==> config.mk <==
export PLATFORM = sky130hd
export DESIGN_NAME = uart_rx_8n1
export DESIGN_NICKNAME = d
export VERILOG_FILES = /design/src/rtl/uart_pkg.sv /design/src/rtl/sync_2ff.sv /design/src/rtl/uart_rx_8n1.sv
export SDC_FILE = /design/constraint.sdc
export NUM_CORES = 1
export LEC_CHECK = 0
export CORE_ASPECT_RATIO = 1.25
export CORE_MARGIN = 8
export CORE_UTILIZATION = 45
export DETAILED_ROUTE_END_ITERATION = 7
export PLACE_DENSITY = 0.71
export REMOVE_ABC_BUFFERS = 1
export SETUP_SLACK_MARGIN = 0.05
export SLEW_MARGIN = 20
export SYNTH_ARGS = -nofsm -noshare
export SYNTH_HDL_FRONTEND = slang
export SYNTH_SLANG_ARGS = --single-unit
==> constraint.sdc <==
create_clock -name clk -period 5.15 [get_ports clk]
set_input_delay 1.03 -clock clk [delete_from_list [all_inputs] [get_ports clk]]
set_output_delay 1.03 -clock clk [all_outputs]
set_load 0.03 [all_outputs]
==> src/rtl/uart_pkg.sv <==
// Shared UART definitions: receiver state encoding and
// standard bit-timing constants for the 12 MHz domain.
`timescale 1ns/1ps
package uart_pkg;

  localparam int unsigned UART_CLKS_9600_12M = 1250;

  typedef enum logic [2:0] {
    IDLE,
    START,
    DATA,
    STOP,
    WAIT_IDLE
  } uart_rx_state_t;

  function automatic logic [15:0] bit_last(
    input int unsigned cpb
  );
    return 16'(cpb - 1);
  endfunction

  function automatic logic [15:0] half_last(
    input int unsigned cpb
  );
    return 16'((cpb / 2) - 1);
  endfunction

endpackage

==> src/rtl/sync_2ff.sv <==
// Generic two-flop synchroniser for one async input.
// Ports: clk, rst_n (async low), d (async in), q (synced out).
`timescale 1ns/1ps
module sync_2ff #(
  parameter logic RST_VAL = 1'b0
) (
  input  logic clk,
  input  logic rst_n,
  input  logic d,
  output logic q
);

  logic meta;

  always_ff @(posedge clk or negedge rst_n) begin
    if (!rst_n) begin
      meta <= RST_VAL;
      q    <= RST_VAL;
    end else begin
      meta <= d;
      q    <= meta;
    end
  end

endmodule

==> src/rtl/uart_rx_8n1.sv <==
// 8N1 UART receiver with valid/ready byte output.
// Ports: clk, rst_n, rx | rx_data, rx_valid, rx_ready, rx_busy, frame_err, overrun.
`timescale 1ns/1ps
module uart_rx_8n1
  import uart_pkg::*;
#(
  parameter int unsigned CLKS_PER_BIT = UART_CLKS_9600_12M
) (
  input  logic       clk,
  input  logic       rst_n,
  input  logic       rx,
  output logic [7:0] rx_data,
  output logic       rx_valid,
  input  logic       rx_ready,
  output logic       rx_busy,
  output logic       frame_err,
  output logic       overrun
);

  localparam logic [15:0] BIT_LAST  = bit_last(CLKS_PER_BIT);
  localparam logic [15:0] HALF_LAST = half_last(CLKS_PER_BIT);

  logic           rx_s;
  logic           rx_q;
  uart_rx_state_t state;
  logic [15:0]    cnt;
  logic [2:0]     bit_idx;
  logic [7:0]     shift;
  logic           tick;
  logic           accept;

  // Synchroniser resets low so a line held low at reset
  // release never looks like a falling edge.
  sync_2ff #(
    .RST_VAL(1'b0)
  ) u_sync (
    .clk  (clk),
    .rst_n(rst_n),
    .d    (rx),
    .q    (rx_s)
  );

  assign tick   = (cnt == 16'd0);
  assign accept = rx_valid && rx_ready;

  always_ff @(posedge clk or negedge rst_n) begin
    if (!rst_n) begin
      state     <= IDLE;
      rx_q      <= 1'b0;
      cnt       <= 16'd0;
      bit_idx   <= 3'd0;
      shift     <= 8'h00;
      rx_data   <= 8'h00;
      rx_valid  <= 1'b0;
      rx_busy   <= 1'b0;
      frame_err <= 1'b0;
      overrun   <= 1'b0;
    end else begin
      rx_q      <= rx_s;
      frame_err <= 1'b0;
      overrun   <= 1'b0;

      // A load later in this block overrides the clear.
      if (accept) begin
        rx_valid <= 1'b0;
      end

      unique case (state)
        IDLE: begin
          if (rx_q && !rx_s) begin
            state   <= START;
            cnt     <= HALF_LAST;
            rx_busy <= 1'b1;
          end
        end

        START: begin
          if (!tick) begin
            cnt <= cnt - 16'd1;
          end else if (!rx_s) begin
            state   <= DATA;
            cnt     <= BIT_LAST;
            bit_idx <= 3'd0;
          end else begin
            state   <= IDLE;
            cnt     <= BIT_LAST;
            rx_busy <= 1'b0;
          end
        end

        DATA: begin
          if (!tick) begin
            cnt <= cnt - 16'd1;
          end else begin
            shift <= {rx_s, shift[7:1]};
            cnt   <= BIT_LAST;
            if (bit_idx == 3'd7) begin
              state <= STOP;
            end else begin
              bit_idx <= bit_idx + 3'd1;
            end
          end
        end

        STOP: begin
          if (!tick) begin
            cnt <= cnt - 16'd1;
          end else if (rx_s) begin
            rx_data  <= shift;
            rx_valid <= 1'b1;
            overrun  <= rx_valid && !rx_ready;
            state    <= IDLE;
            cnt      <= BIT_LAST;
            rx_busy  <= 1'b0;
          end else begin
            frame_err <= 1'b1;
            state     <= WAIT_IDLE;
            cnt       <= BIT_LAST;
          end
        end

        // Hold off until the line is released so a break
        // cannot retrigger reception.
        WAIT_IDLE: begin
          if (rx_s) begin
            state   <= IDLE;
            cnt     <= BIT_LAST;
            rx_busy <= 1'b0;
          end
        end

        default: begin
          state   <= IDLE;
          rx_busy <= 1'b0;
        end
      endcase
    end
  end

endmodule

* Word level (Yosys, flattened, before mapping)
Cells that the tools add are included.
** Operators by class
- Multiplexer cells :: 32
- Add/subtract/negate cells :: 2
- Equality and inequality tests :: 14
- Reduce and logical (&&, ||, !) cells :: 17
- Bitwise operators :: 1
** Operator list (count)
- 2-to-1 mux 16 bit :: 3
- one-hot mux 16 bit (3 select lines) :: 1
- 2-to-1 mux 3 bit :: 11
- zero test 16 bit :: 1
- subtractor 16 x 1 -> 16 bit, second input constant :: 1
- one-hot mux 3 bit (5 select lines) :: 1
- inequality test 2 bit, second input constant :: 7
- 2-to-1 mux 1 bit :: 13
- AND reduction 3 bit :: 3
- equality test 3 x 2 -> 1 bit, second input constant :: 2
- equality test 3 bit, second input constant :: 2
- one-hot mux 3 bit (2 select lines) :: 1
- AND reduction 6 bit :: 1
- AND reduction 5 bit :: 1
- inequality test 2 x 1 -> 1 bit, second input constant :: 2
- one-hot mux 1 bit (4 select lines) :: 1
- adder 3 x 1 -> 3 bit, second input constant :: 1
- equality test 3 x 1 -> 1 bit, second input constant :: 1
- logical AND 1 bit :: 3
- zero test 3 bit :: 1
- nonzero test 3 bit :: 1
- OR reduction 3 bit :: 1
- zero test 1 bit :: 2
- 2-to-1 mux 2 bit :: 1
- 4 further kinds :: 4
** Word-level totals
- Output and inout port bits :: 12
- Register bits :: 45
- Input port bits :: 4

* Logic depth before layout (Yosys ltp)
Gate-level depths: netlist of run 1.
- Depth in word-level cells :: 5
- Mapped depth :: 7
- Gate-level depth less buffers :: 6

* Hierarchy
Synthesis of run 1 repeated with hierarchy kept, for this count alone.
** Unflattened totals
- Cell total of the unflattened synthesis :: 192
- Area, all modules :: 2182.1 um^2
** Modules (own cells, without submodules)
- uart_rx_8n1 :: area an instance 2132.0 um^2, times used 1, cells each 190
- sync_2ff :: area an instance 50.0 um^2, times used 1, cells each 2

* Least setup slack after synthesis of run 1
Ideal clock, no wire load.
- Kind :: register -> register
- Start point :: reg cnt[0]
- End point :: reg cnt[11]
- Setup time :: 125 ps
- Data arrival time :: 2116 ps
- Cell stages (with the launch flop) :: 7
- Slack :: 2909 ps
- Clock period less this slack :: 2241 ps
- Cell sequence :: dfrtp_1 -> inv_1 -> ha_1 -> or4b_1 -> or4_4 -> and3_2 -> mux2_2
** On the way
- Longest elaborated chain between the ends :: 3
** RTL lines
- start: declaration :: line uart_rx_8n1.sv:26 : logic [15:0] cnt;
- start signal: assignment :: line uart_rx_8n1.sv:79 : cnt <= cnt - 16'd1;
- start signal: assignment :: line uart_rx_8n1.sv:93 : cnt <= cnt - 16'd1;
- start signal: assignment :: line uart_rx_8n1.sv:107 : cnt <= cnt - 16'd1;
- subtractor 16 x 1 -> 16 bit or zero test 16 bit (tied branches)
- 2-to-1 mux 16 bit * :: line uart_rx_8n1.sv:92 : if (!tick) begin
- one-hot mux 16 bit (3 select lines) * :: line uart_rx_8n1.sv:68 : unique case (state)
Every way passes the cells marked *; elsewhere a longest branch is shown, timed or not.
A chain may end at the register's enable or synchronous reset.

* Final worst setup path of run 1
- Start point :: reg cnt[3]
- End point :: reg state[1]
** On the way
- Longest elaborated chain between the ends :: 3
** RTL lines
- zero test 16 bit * :: line uart_rx_8n1.sv:43 : assign tick = (cnt == 16'd0);
- inequality test 2 bit (no source line)
- AND reduction 6 bit (no source line) *
- end signal: assignment :: line uart_rx_8n1.sv:48 : state <= IDLE;
- end signal: assignment :: line uart_rx_8n1.sv:71 : state <= START;
- end signal: assignment :: line uart_rx_8n1.sv:81 : state <= DATA;
- end: declaration :: line uart_rx_8n1.sv:25 : uart_rx_state_t state;
Marks and branches as above.

==> results of run 1 <==
## layout make-up
class                           instances  area (sq um)
Fill cell                             466          2470
Tap cell                               62          77.6
Clock buffer                            5          68.8
Inverter                                6          22.5
Sequential cell                        45          1130
Multi-Input combinational cell        146          1140
Timing Repair Buffer                   16           155
Clock inverter                          3          25.0
## through the flow
| stage | cell area [sq um] | hold WS [ps] |
|---|---|---|
| after detailed placement | 2520 | 339 |
| after global routing | 2610 | 363 |
| after global placement | 2520 | 336 |
| after floorplan | 2290 | 331 |
| final | 2610 | 355 |
| after CTS | 2610 | 360 |
## where the power goes
part / switching [W] / internal (W) / leakage, nW
clock network: 0.000132 / 0.0000990 / 0.0452
registers: 0.0000739 / 0.000413 / 0.589
logic: 0.000150 / 0.000127 / 0.529
total: 0.000355 / 0.000639 / 1.16
## synth_stat cells, types with 4 or more instances
cell / count / area, sq um
nor4_1: 7 / 43.8
o2bb2ai_1: 4 / 35.0
a31oi_1: 7 / 43.8
or2_2: 6 / 37.5
clkbuf_1: 11 / 41.3
nor3_1: 6 / 30.0
mux2_2: 18 / 203
o32ai_1: 7 / 61.3
inv_1: 6 / 22.5
and3_2: 4 / 30.0
nand2_1: 7 / 26.3
ha_1: 4 / 50.1
o22ai_1: 4 / 25.0
nor2_1: 10 / 37.5
a21oi_1: 8 / 40.0
dfrtp_1: 45 / 1130
or3_1: 4 / 25.0
## per-layer routing
metal  GRT usage (%)  vias to the layer above  part of all wire, %
li1                -                      826                    -
met1            16.9                      880                   45
met2            19.6                       43                   48
met3            3.52                        9                  4.9
met4            5.38                        0                  2.0
met5               0                        -                    0
## worst min-delay path by stage
stage | end | cells after the start | slack [ps]
floorplan | u_sync.q | 0 | 330
global placement | u_sync.q | 0 | 340
detailed placement | u_sync.q | 0 | 340
CTS | u_sync.q | 0 | 360
global route | u_sync.q | 0 | 360
finish | u_sync.q | 0 | 350
## sequential cells by signal, indices dropped and copies added (netlist names)
signal and count:
rx_busy 1, u_sync.meta 1, cnt 16, shift 8, frame_err 1, rx_valid 1
rx_q 1, rx_data 8, u_sync.q 1, state 3, overrun 1, bit_idx 3
## kinds of logic (layout without fill, tap and decap cells)
family                     Yosys count  in the layout
adders and majority gates            4              4
DFF                                 45             45
muxes                               19             19
and+or+nand+nor                     70             70
buffers and inverters               21             30
AOI/OAI and AO/OA                   53             53
## worst max-delay path: stages, from the launching register on
cell and delay [ps]:
dfrtp_1 440, or4_1 730, nor4_4 800, o21ai_0 250
mux2_2 320
==> results.py, run 1 <==
metrics = {
    "status": {
        "status": "finished clean",
    },
    "worst_setup_path": {
        "cp-end-kind": "flip-flop",
        "startpoint_type": "flip-flop",
        "cp-endpoint": "state[1]",
        "crit_path_max_fanout": 16,
        "worstReg2RegStart": "cnt[3]",
        "reg2reg_slack_ps": 2490,
        "critPathArrivalTime_ps": 2850,
        "worstPathRequired_ps": 5340,
        "startpoint": "cnt[3]",
        "timing.rr.end": "state[1]",
        "r2r_cells": 4,
        "crit_type": "flip-flop to flip-flop",
    },
    "logic_synthesis": {
        "synth_cells": 212,
        "ys.flop_type": "dfrtp_1",
        "synthAdderAreaFrac_pct": 2.12,
        "ys_warn_count": 0,
        "muxShareOfSynthArea_pct": 9.01,
        "ys_seq_area_share_pct": 47.7,
        "synth_seq_cells": 45,
        "syn-cell-area_sq_mm": 0.00236,
        "synth_edf_count": 0,
        "synth_cell_types": 53,
        "yosys.area_share.simple_pct": 19.7,
        "synth_xor_area_share_pct": 0,
        "synth_compound_area_share_pct": 17.3,
        "synth_top_family_by_area": "simple AND/OR/NAND/NOR gates",
        "syn_avg_cell_area_sq_um": 11.1,
        "async_flop_share_pct": 100,
    },
    "die": {
        "core_area_sq_mm": 0.00508,
        "die_x_microns": 80.8,
        "initial_core_util_pct": 46.5,
        "die_area_sq_mm": 0.00783,
        "die_h_microns": 97.0,
        "rows": 29,
        "ios": 16,
    },
    "clock_tree": {
        "cts_tree": "yes",
        "cts_made_buffers": 5,
        "ctsResizeCount": 0,
        "root_buffer": "clkbuf_8",
        "clock_path_buffers": 2,
        "clkLatencyLatePin_ps": 310,
        "clkSinkCount": 45,
        "clk_pin_slew_ps": 90,
        "cts-hold-fix-buffers": 0,
        "cts_setup_buffers": 0,
        "h-tree-depth": 2,
    },
    "power_and_ir_drop": {
        "p_per_area_mw_per_mm2": 381,
        "fin_total_pwr_w": 0.000994,
        "ir_drop_v": 0.000186,
        "leakagePower_nw": 1.16,
    },
    "worst_hold_path": {
        "holdCritStartpoint": "u_sync.meta",
        "hold_path_class": "flip-flop to flip-flop",
    },
    "placed_design": {
        "dp.cells": 275,
        "detailedPlace.worstSlack_ps": 2490,
        "io_buffers": 15,
        "dp_hpwl_mm": 3.23,
        "gp_congestion": 0.827,
    },
    "drt": {
        "drt_iter0_drc": 125,
        "wl_mm": 4.78,
        "dr.pass1.iters": 4,
        "vias": 1758,
        "wl_per_cell_microns": 16.9,
        "route.detailed.drc": 0,
        "drtAntennaViolNets": 0,
        "avgViaCountPerCell": 6.21,
    },
    "timing": {
        "timing.final.ws_setup_ps": 2490,
        "rsz0062_at_grt": "no",
        "drv_slew": 0,
        "fin_setup_tns_ps": 0,
        "setup_violations": 0,
        "slew-limit-headroom_pct": 40.4,
        "fin_crit_sh_pct": 51.7,
        "tightest_slew_ps": 894,
        "fmax_ghz": 0.376,
        "fin_crit_ps": 2660,
        "hold_viol": 0,
        "skew_ps": 6.77,
    },
    "cells_and_area": {
        "layout_common_cells": "45 x dfrtp_1, 18 x mux2_2, 14 x clkdlybuf4s50_1",
        "drive_above_1_share_pct": 24.4,
        "syn_to_final_growth_pct": 10.7,
        "antenna_cells": 0,
        "nets": 228,
        "final_common_cell": "dfrtp_1",
        "stdcell_count": 283,
        "final_core_util_pct": 51.4,
    },
    "global_route": {
        "grt_pass1_vias": 1709,
        "grt_overflow": 0,
        "grt_usage_pct": 13.0,
        "grt_max_degree": 46,
        "antenna_found_initial": 0,
        "grt_first_pass_wirelength_mm": 8.20,
    },
    "job": {
        "cap_violations": 0,
    },
}
Note: power is estimated with default switching activity, not from simulation.
==> run 2: changes to the inputs <==
==> constraint.sdc (replaced) <==
create_clock -name clk -period 2.7 [get_ports clk]
set_input_delay 0.54 -clock clk [delete_from_list [all_inputs] [get_ports clk]]
set_output_delay 0.54 -clock clk [all_outputs]
set_load 0.03 [all_outputs]
==> run 2 against run 1 <==
Core utilization is 0.86 points higher. Critical endpoint is now cnt[14]. Sequential power is 91% higher. Fmax is 8.2% higher. Worst setup slack worse by 2200 ps. Global-route usage up 0.51 points.
==> results.py, run 2 (synthesis gave the netlist of run 1 again) <==
metrics = {
    "cells_and_area": {
        "layout_common_cells": "45 x dfrtp_1, 18 x mux2_2, 14 x clkdlybuf4s50_1",
        "largest_reg_flops": 16,
        "nets": 234,
        "antenna_cells": 0,
        "fillCellCount": 472,
        "syn_to_final_growth_pct": 12.5,
        "reg.largest.list": "cnt x16, rx_data x8, shift x8",
        "drive_above_1_share_pct": 26.4,
        "regMostFlops": "cnt",
        "fin_area_sq_mm": 0.00266,
        "final_common_cell": "dfrtp_1",
        "final_core_util_pct": 52.3,
    },
    "status": {
        "status": "finished clean",
    },
    "timing": {
        "fin_setup_tns_ps": 0,
        "fin_crit_ps": 2460,
        "slew-limit-headroom_pct": 58.0,
        "fmax_ghz": 0.407,
        "skew_ps": 12.5,
        "setup_violations": 0,
        "rsz0062_at_grt": "no",
        "fin_crit_sh_pct": 91.1,
        "timing.final.ws_setup_ps": 240,
        "tightest_slew_ps": 628,
        "drv_slew": 0,
        "hold_viol": 0,
    },
    "worst_setup_path": {
        "r2r_cells": 6,
        "cp-end-kind": "flip-flop",
        "crit_path_max_fanout": 15,
        "worstPathRequired_ps": 2900,
        "worstReg2RegStart": "cnt[0]",
        "cp_slowest_cell": "or4_4",
        "startpoint_type": "flip-flop",
        "critPathArrivalTime_ps": 2660,
        "timing.rr.end": "cnt[14]",
        "crit_type": "flip-flop to flip-flop",
        "worstPathCellList": "inv_1 -> ha_1 -> or4b_1 -> or4_4 -> and3_2 -> a32o_1",
        "startpoint": "cnt[0]",
        "critPathMaxStageDelay_ps": 640,
        "reg2reg_slack_ps": 240,
        "cp-endpoint": "cnt[14]",
    },
    "global_route": {
        "met2_usage_pct": 21.2,
        "grt_use_met1_pct": 16.7,
        "grt_overflow": 0,
        "grt_pass1_vias": 1822,
        "grt_usage_pct": 13.5,
        "grt.busiest_layer": "met2",
        "grt_max_degree": 36,
        "grt_first_pass_wirelength_mm": 8.65,
        "antenna_found_initial": 0,
        "grt_util_met3_pct": 4.35,
    },
    "die": {
        "rows": 29,
        "die_area_sq_mm": 0.00783,
        "die_h_microns": 97.0,
        "ios": 16,
        "core_area_sq_mm": 0.00508,
        "die_x_microns": 80.8,
        "initial_core_util_pct": 46.5,
    },
    "placed_design": {
        "detailedPlace.worstSlack_ps": 254,
        "gp_congestion": 0.826,
        "io_buffers": 15,
        "dpl_cell_area_sq_mm": 0.00256,
        "dp_hpwl_mm": 3.52,
    },
    "clock_tree": {
        "cts-hold-fix-buffers": 0,
        "ctsResizeCount": 0,
        "h-tree-depth": 2,
        "clock_path_buffers": 2,
        "cts_tree": "yes",
        "clkSinkCount": 45,
        "root_buffer": "clkbuf_8",
        "cts_setup_buffers": 0,
        "cts_made_buffers": 5,
        "clk_pin_slew_ps": 100,
        "clkLatencyLatePin_ps": 310,
    },
    "power_and_ir_drop": {
        "pwr-share-clk_pct": 23.5,
        "leakagePower_nw": 1.20,
        "netSwitchingFraction_pct": 36.2,
        "ir_drop_v": 0.000353,
        "p_int_w": 0.00123,
        "p_per_area_mw_per_mm2": 724,
        "switchingPower_w": 0.000696,
        "p_comb_share_pct": 28.0,
        "fin_total_pwr_w": 0.00192,
        "p_seq_share_pct": 48.5,
    },
    "worst_hold_path": {
        "hold_path_class": "input pin to asynchronous set/reset pin",
    },
    "drt": {
        "wl_per_cell_microns": 17.1,
        "drt_iter0_drc": 143,
        "avgViaCountPerCell": 6.15,
        "route.detailed.drc": 0,
        "dr.pass1.iters": 4,
        "vias": 1777,
        "drtAntennaViolNets": 0,
        "wl_mm": 4.95,
    },
    "job": {
        "cap_violations": 0,
    },
}
run 2: cell types whose count changed in the layout (fill, tap and decap cells not counted), sizes merged:
cell	previous run	this run
inv	8	9
clkinvlp	1	0
buf	2	8
run 2: routing by layer:
layer / vias to the layer above / share of wire, %
met5: - / 0
met1: 880 / 44
met4: 0 / 1.5
met3: 11 / 5.3
li1: 835 / -
met2: 51 / 49
run 2: critical path, delay by kind of cell, from the launching register on:
family,cells,cell delay (ps)
AND/OR/NAND/NOR,3,1410
flip-flops,1,420
buffers and inverters,1,120
adder cells (fa/ha/maj),1,150
AO/OA/AOI/OAI,1,250
run 2: power by group through the flow:
stage                     registers, W  clock network [W]  logic [W]
final                         0.000932           0.000452   0.000540
after global routing          0.000957           0.000494   0.000606
after CTS                     0.000932           0.000461   0.000544
after detailed placement      0.000944                  0   0.000542
after global placement        0.000941                  0   0.000534
after floorplan               0.000918                  0   0.000410
run 2: through the flow:
stage	hold WS, ps	instances
after global placement	335	281
after global routing	101	289
final	89.2	289
after floorplan	244	197
after detailed placement	338	281
after CTS	99.3	289
run 2: final cells by class:
type / instances / area, sq um / area share (%)
clock inverters: 3 / 26.3 / 0.989
multi-input cells: 146 / 1140 / 42.8
clock buffers: 5 / 68.8 / 2.59
inverters: 6 / 22.5 / 0.848
well taps: 62 / 77.6 / 2.92
flip-flops and latches: 45 / 1130 / 42.4
repair buffers: 22 / 198 / 7.44
run 2: worst min-delay path by stage:
stage	to	from	cells past startpoint	slack, ps
floorplan	bit_idx[0]	rst_n	0	240
global placement	u_sync.q	u_sync.meta	0	330
detailed placement	u_sync.q	u_sync.meta	0	340
CTS	cnt[4]	rst_n	1	100
global route	cnt[4]	rst_n	1	100
finish	cnt[4]	rst_n	1	90
